**config.mk**
```make
export PLATFORM = sky130hd
export DESIGN_NAME = regfile_wb_ctrl
export DESIGN_NICKNAME = d
export VERILOG_FILES = /design/src/rtl/tiny_pkg.sv /design/src/rtl/rr_arbiter2.sv /design/src/rtl/regfile_wb_ctrl.sv
export SDC_FILE = /design/constraint.sdc
export NUM_CORES = 1
export LEC_CHECK = 0
export ABC_AREA = 1
export BUFFER_PORTS_ARGS = -buffer_cell sky130_fd_sc_hd__buf_2
export CAP_MARGIN = 20
export CORE_MARGIN = 8
export CORE_UTILIZATION = 53
export CTS_BUF_LIST = sky130_fd_sc_hd__clkbuf_4
export CTS_CLUSTER_SIZE = 28
export DETAILED_ROUTE_END_ITERATION = 10
export GPL_TIMING_DRIVEN = 0
export PLACE_DENSITY = 0.88
export SKIP_CTS_REPAIR_TIMING = 1
export SYNTH_ARGS = -nofsm -noshare
export SYNTH_HDL_FRONTEND = slang
export SYNTH_HIERARCHICAL = 1
export SYNTH_SLANG_ARGS = --single-unit
```
**constraint.sdc**
```tcl
create_clock -name clk -period 4.1 [get_ports clk]
set_input_delay 0.205 -clock clk [delete_from_list [all_inputs] [get_ports clk]]
set_output_delay 0.205 -clock clk [all_outputs]
set_load 0.1 [all_outputs]
```
**src/rtl/tiny_pkg.sv**
```systemverilog
// Defaults shared by the register-file write-back controller and its helpers.
// NUM_REGS tracks the default address width; the controller derives its own count from ADDR_W.
package tiny_pkg;

    localparam int DEF_DATA_W = 8;
    localparam int DEF_ADDR_W = 3;
    localparam int NUM_REGS   = 2 ** DEF_ADDR_W;

endpackage

```
**src/rtl/rr_arbiter2.sv**
```systemverilog
// Two-requester round-robin arbiter.
// When both ports request, the port that was granted less recently wins.
module rr_arbiter2 (
    input  logic       clk,
    input  logic       rst,
    input  logic [1:0] req,
    output logic [1:0] grant
);

    // Set when port 1 should win the next contention; cleared by reset so port 0 starts ahead.
    logic prefer_p1;

    always_comb begin
        grant = req;
        if (req == 2'b11) begin
            grant = prefer_p1 ? 2'b10 : 2'b01;
        end
    end

    always_ff @(posedge clk) begin
        if (rst) begin
            prefer_p1 <= 1'b0;
        end else if (grant != 2'b00) begin
            prefer_p1 <= grant[0];
        end
    end

endmodule

```
**src/rtl/regfile_wb_ctrl.sv**
```systemverilog
// Write-back controller: destination scoreboard, two-port write-back arbitration,
// registered register-file write port and decode hazard detection.
module regfile_wb_ctrl
    import tiny_pkg::*;
#(
    parameter int DATA_W = DEF_DATA_W,
    parameter int ADDR_W = DEF_ADDR_W
) (
    input  logic                 clk,
    input  logic                 rst,
    input  logic                 rsv_valid,
    input  logic [ADDR_W-1:0]    rsv_addr,
    output logic                 rsv_ready,
    input  logic                 req0_valid,
    input  logic [ADDR_W-1:0]    req0_addr,
    input  logic [DATA_W-1:0]    req0_data,
    output logic                 req0_ready,
    input  logic                 req1_valid,
    input  logic [ADDR_W-1:0]    req1_addr,
    input  logic [DATA_W-1:0]    req1_data,
    output logic                 req1_ready,
    input  logic [ADDR_W-1:0]    rd_addr1,
    input  logic [ADDR_W-1:0]    rd_addr2,
    output logic                 hazard,
    output logic                 write,
    output logic [ADDR_W-1:0]    wr_addr,
    output logic [DATA_W-1:0]    wr_data,
    output logic [2**ADDR_W-1:0] busy
);

    localparam int N_REGS = 2 ** ADDR_W;

    logic [N_REGS-1:0] busy_q;
    logic [N_REGS-1:0] set_mask;
    logic [N_REGS-1:0] clr_mask;
    logic [1:0]        req_v;
    logic [1:0]        grant;
    logic              granted;
    logic [ADDR_W-1:0] g_addr;
    logic [DATA_W-1:0] g_data;
    logic              hz1;
    logic              hz2;

    // Requests are masked during reset so nothing is granted and the pointer holds.
    assign req_v = {req1_valid, req0_valid} & {2{~rst}};

    rr_arbiter2 u_arb (
        .clk   (clk),
        .rst   (rst),
        .req   (req_v),
        .grant (grant)
    );

    assign req0_ready = grant[0];
    assign req1_ready = grant[1];
    assign granted    = |grant;
    assign g_addr     = grant[1] ? req1_addr : req0_addr;
    assign g_data     = grant[1] ? req1_data : req0_data;

    assign rsv_ready  = ~rst && ((rsv_addr == '0) || ~busy_q[rsv_addr]);
    assign busy       = busy_q;

    always_comb begin
        set_mask = '0;
        clr_mask = '0;
        if (rsv_valid && rsv_ready && (rsv_addr != '0)) begin
            set_mask[rsv_addr] = 1'b1;
        end
        if (granted) begin
            clr_mask[g_addr] = 1'b1;
        end
    end

    always_ff @(posedge clk) begin
        if (rst) begin
            busy_q  <= '0;
            write   <= 1'b0;
            wr_addr <= '0;
            wr_data <= '0;
        end else begin
            // Bit 0 is forced low so r0 never appears busy.
            busy_q  <= ((busy_q & ~clr_mask) | set_mask) & ~N_REGS'(1);
            write   <= granted && (g_addr != '0);
            if (granted) begin
                wr_addr <= g_addr;
                wr_data <= g_data;
            end
        end
    end

    // The in-flight write counts as busy until the register file has taken it.
    assign hz1    = (rd_addr1 != '0) && (busy_q[rd_addr1] || (write && (wr_addr == rd_addr1)));
    assign hz2    = (rd_addr2 != '0) && (busy_q[rd_addr2] || (write && (wr_addr == rd_addr2)));
    assign hazard = hz1 || hz2;

endmodule

```
==> flow_summary.yaml <==
outcome:
  status: "finished clean"
layout:
  nets: 323
  drive_above_1_share: 0.2797
  diodes: 0
  area_growth_pct: 26.84
placed_design:
  portBuffers: 56
  gp_congestion: 0.8345
  hpwl_mm: 3.117
timing:
  worst_pin_slew_ns: 0.5268
  timing.setup.tns_ns: 0
  fin_crit_sh: 0.4897
  grt_setup_unrepaired: "no"
  slew_viol_final: 0
  layout_min_cycle_time_ns: 2.008
  setup_violations: 0
  whs_ns: 0.1136
  finalHoldViolCount: 0
  max_slew_margin: 0.6451
  timing.fmax_ghz: 0.4980
  clock-skew-final_ns: 0.004874
floorplanning:
  rows: 18
  placeableCoreArea_mm2: 0.002477
  start_util: 0.5571
  die_area_mm2: 0.004493
  io_pins: 60
  fp.dieH_um: 67.03
  die_x_um: 67.03
global_routing:
  grt_start_max_net_pins: 13
  grt-ovfl-total: 0
  grt_pass1_wl_mm: 6.161
  grt.total_usage: 0.1673
  grt_pass1_vias: 1488
  antenna_found_initial: 0
worst_setup_path:
  setup.worst_path.start: "rst"
  critPathKind: "input port to primary output"
  worst_path_max_delay_cell: "buf_2"
  arrival_ns: 1.80
  r2r-end: "busy[1]"
  worstSetupStartpointType: "input port"
  cp_top_family: "buffers and inverters"
  crit_top_cell: "buf_2"
  slowest_delay_ns: 0.53
  crit_required_ns: 3.89
  path_max_fanout: 10
  end_kind: "primary output"
  r2r_start: "u_arb/prefer_p1"
  crit_end: "req1_ready"
  path_buf_inv: 3
  path_cells: "buf_2, clkbuf_1, nor2_1, o21ai_0, buf_2"
  rrSetupSlack_ns: 2.56
  cp.depth: 5
  ff2ff_path_depth: 8
routing:
  antenna_left: 0
  totalWireLength_mm: 3.770
  drt-pass1-iter-count: 4
  viasPerCell: 5.028
  routedWlPerCell_um: 11.93
  dr.first_iter.drc_count: 123
  drcViolationCount: 0
  num_vias: 1589
synthesis:
  syn-num-nets: 262
  ys_warn_count: 6
  synth-seq-cells: 20
  synth_cell_types: 26
  synth_top_cell_area_share: 0.2901
  netlist_area_mm2: 0.001380
  syn_area_per_cell_um2: 6.107
  netlist_instances: 226
  yosys.area.top_type: "dfxtp_1"
  synthTopCellsByArea: "dfxtp_1, nand2_1, inv_1, nand3_1, a21oi_1"
  yosysSeqAreaShare: 0.2901
power:
  peakVddDrop_mv: 0.3312
  power_density_mw_per_mm2: 343.0
  power_mw: 0.6003
  p_leak_nw: 0.9875
clock_network:
  clk-insertion-delay-late_ns: 0.30
  path_clk_slew_ns: 0.11
  cts_root_buf: "clkbuf_4"
  cts_made_buffers: 3
  cts_tree: "built"
  cts_max_path_buffers: 2
  cts_sinks: 20
  htree_levels: 1
run:
  drv_cap: 0
worst_hold_path:
  worstHoldPathType: "input port to flip-flop"
[per-layer routing]
| metal | vias to the layer above | global-route usage | part of all wire |
|---|---|---|---|
| met4 | 0 | 0.05483 | 0.010 |
| li1 | 832 | - | - |
| met1 | 679 | 0.2033 | 0.43 |
| met3 | 7 | 0.04362 | 0.092 |
| met2 | 71 | 0.2784 | 0.47 |
| met5 | - | 0 | 0 |
[cells in the final DEF (no fill, tap or decap), drive strengths merged]
cell | synthesis | layout
dfxtp | 20 | 20
inv | 37 | 37
nand3 | 20 | 20
a21boi | 1 | 1
o211ai | 1 | 1
and2 | 1 | 1
bufinv | 0 | 1
clkinv | 1 | 1
nor2 | 16 | 16
xnor2 | 5 | 5
conb | 1 | 1
nand2 | 75 | 75
a21oi | 16 | 16
nor3 | 2 | 2
clkbuf | 2 | 5
buf | 5 | 61
nand4 | 9 | 9
o21ai | 14 | 14
[through the flow]
stage               cells  worst slack, ns  cell area (um^2)    util
global route          316            1.954              1750  0.7066
detailed placement    312            1.918              1698  0.6854
global placement      312            1.936              1698  0.6854
floorplan             226           0.1283              1380       -
CTS                   316            2.083              1750  0.7066
finish                316            2.092              1750  0.7066
[area by class of cell]
cell class,instances,area (um^2)
Tap cell,30,37.54
Buffer,7,45.04
Clock buffer,3,22.52
Sequential cell,20,400.4
Inverter,38,150.1
Timing Repair Buffer,56,280.3
Clock inverter,1,30.03
Fill cell,230,726.9
Multi-Input combinational cell,161,784.5
[synth_stat cells]
library cell	n
nand3_1	20
conb_1	1
nand2_2	3
nand2_4	4
buf_6	1
inv_8	1
inv_1	32
a21boi_2	1
nor2_1	15
buf_2	2
o21ai_0	7
clkinv_1	1
xnor2_1	5
buf_4	2
nand4_1	9
dfxtp_1	20
nor2_8	1
o21ai_1	7
clkbuf_1	1
nand2_1	68
o211ai_1	1
nor3_1	2
clkbuf_2	1
inv_2	4
and2_1	1
a21oi_1	16
[logic make-up after synthesis]
group | share of synthesized area
AO/OA/AOI/OAI | 0.1224
XOR/XNOR | 0.03173
buffers and inverters | 0.1414
flip-flops | 0.2901
other | 0.002717
AND/OR/NAND/NOR | 0.4116
[worst min path at each step]
stage / from / to / slack (ns) / cells after the start
after floorplan: rst / busy[6] / 0.27 / 1
after global placement: rst / busy[6] / 0.43 / 2
after detailed placement: rst / busy[6] / 0.44 / 2
after CTS: rst / busy[6] / 0.12 / 2
after global routing: rst / busy[6] / 0.14 / 2
final: rst / busy[6] / 0.11 / 2
[state kept, by name (all words and copies together), names as in the netlist]
register	flops
wr_data	8
u_arb/prefer_p1	1
busy	7
write	1
wr_addr	3
[power breakdown]
group	total [mW]	switching, mW	internal, mW
Clock	0.161	0.0619	0.0988
Sequential	0.214	0.00898	0.205
Combinational	0.225	0.173	0.0523
Total	0.600	0.244	0.356
Power figures use the tool's default switching activity.
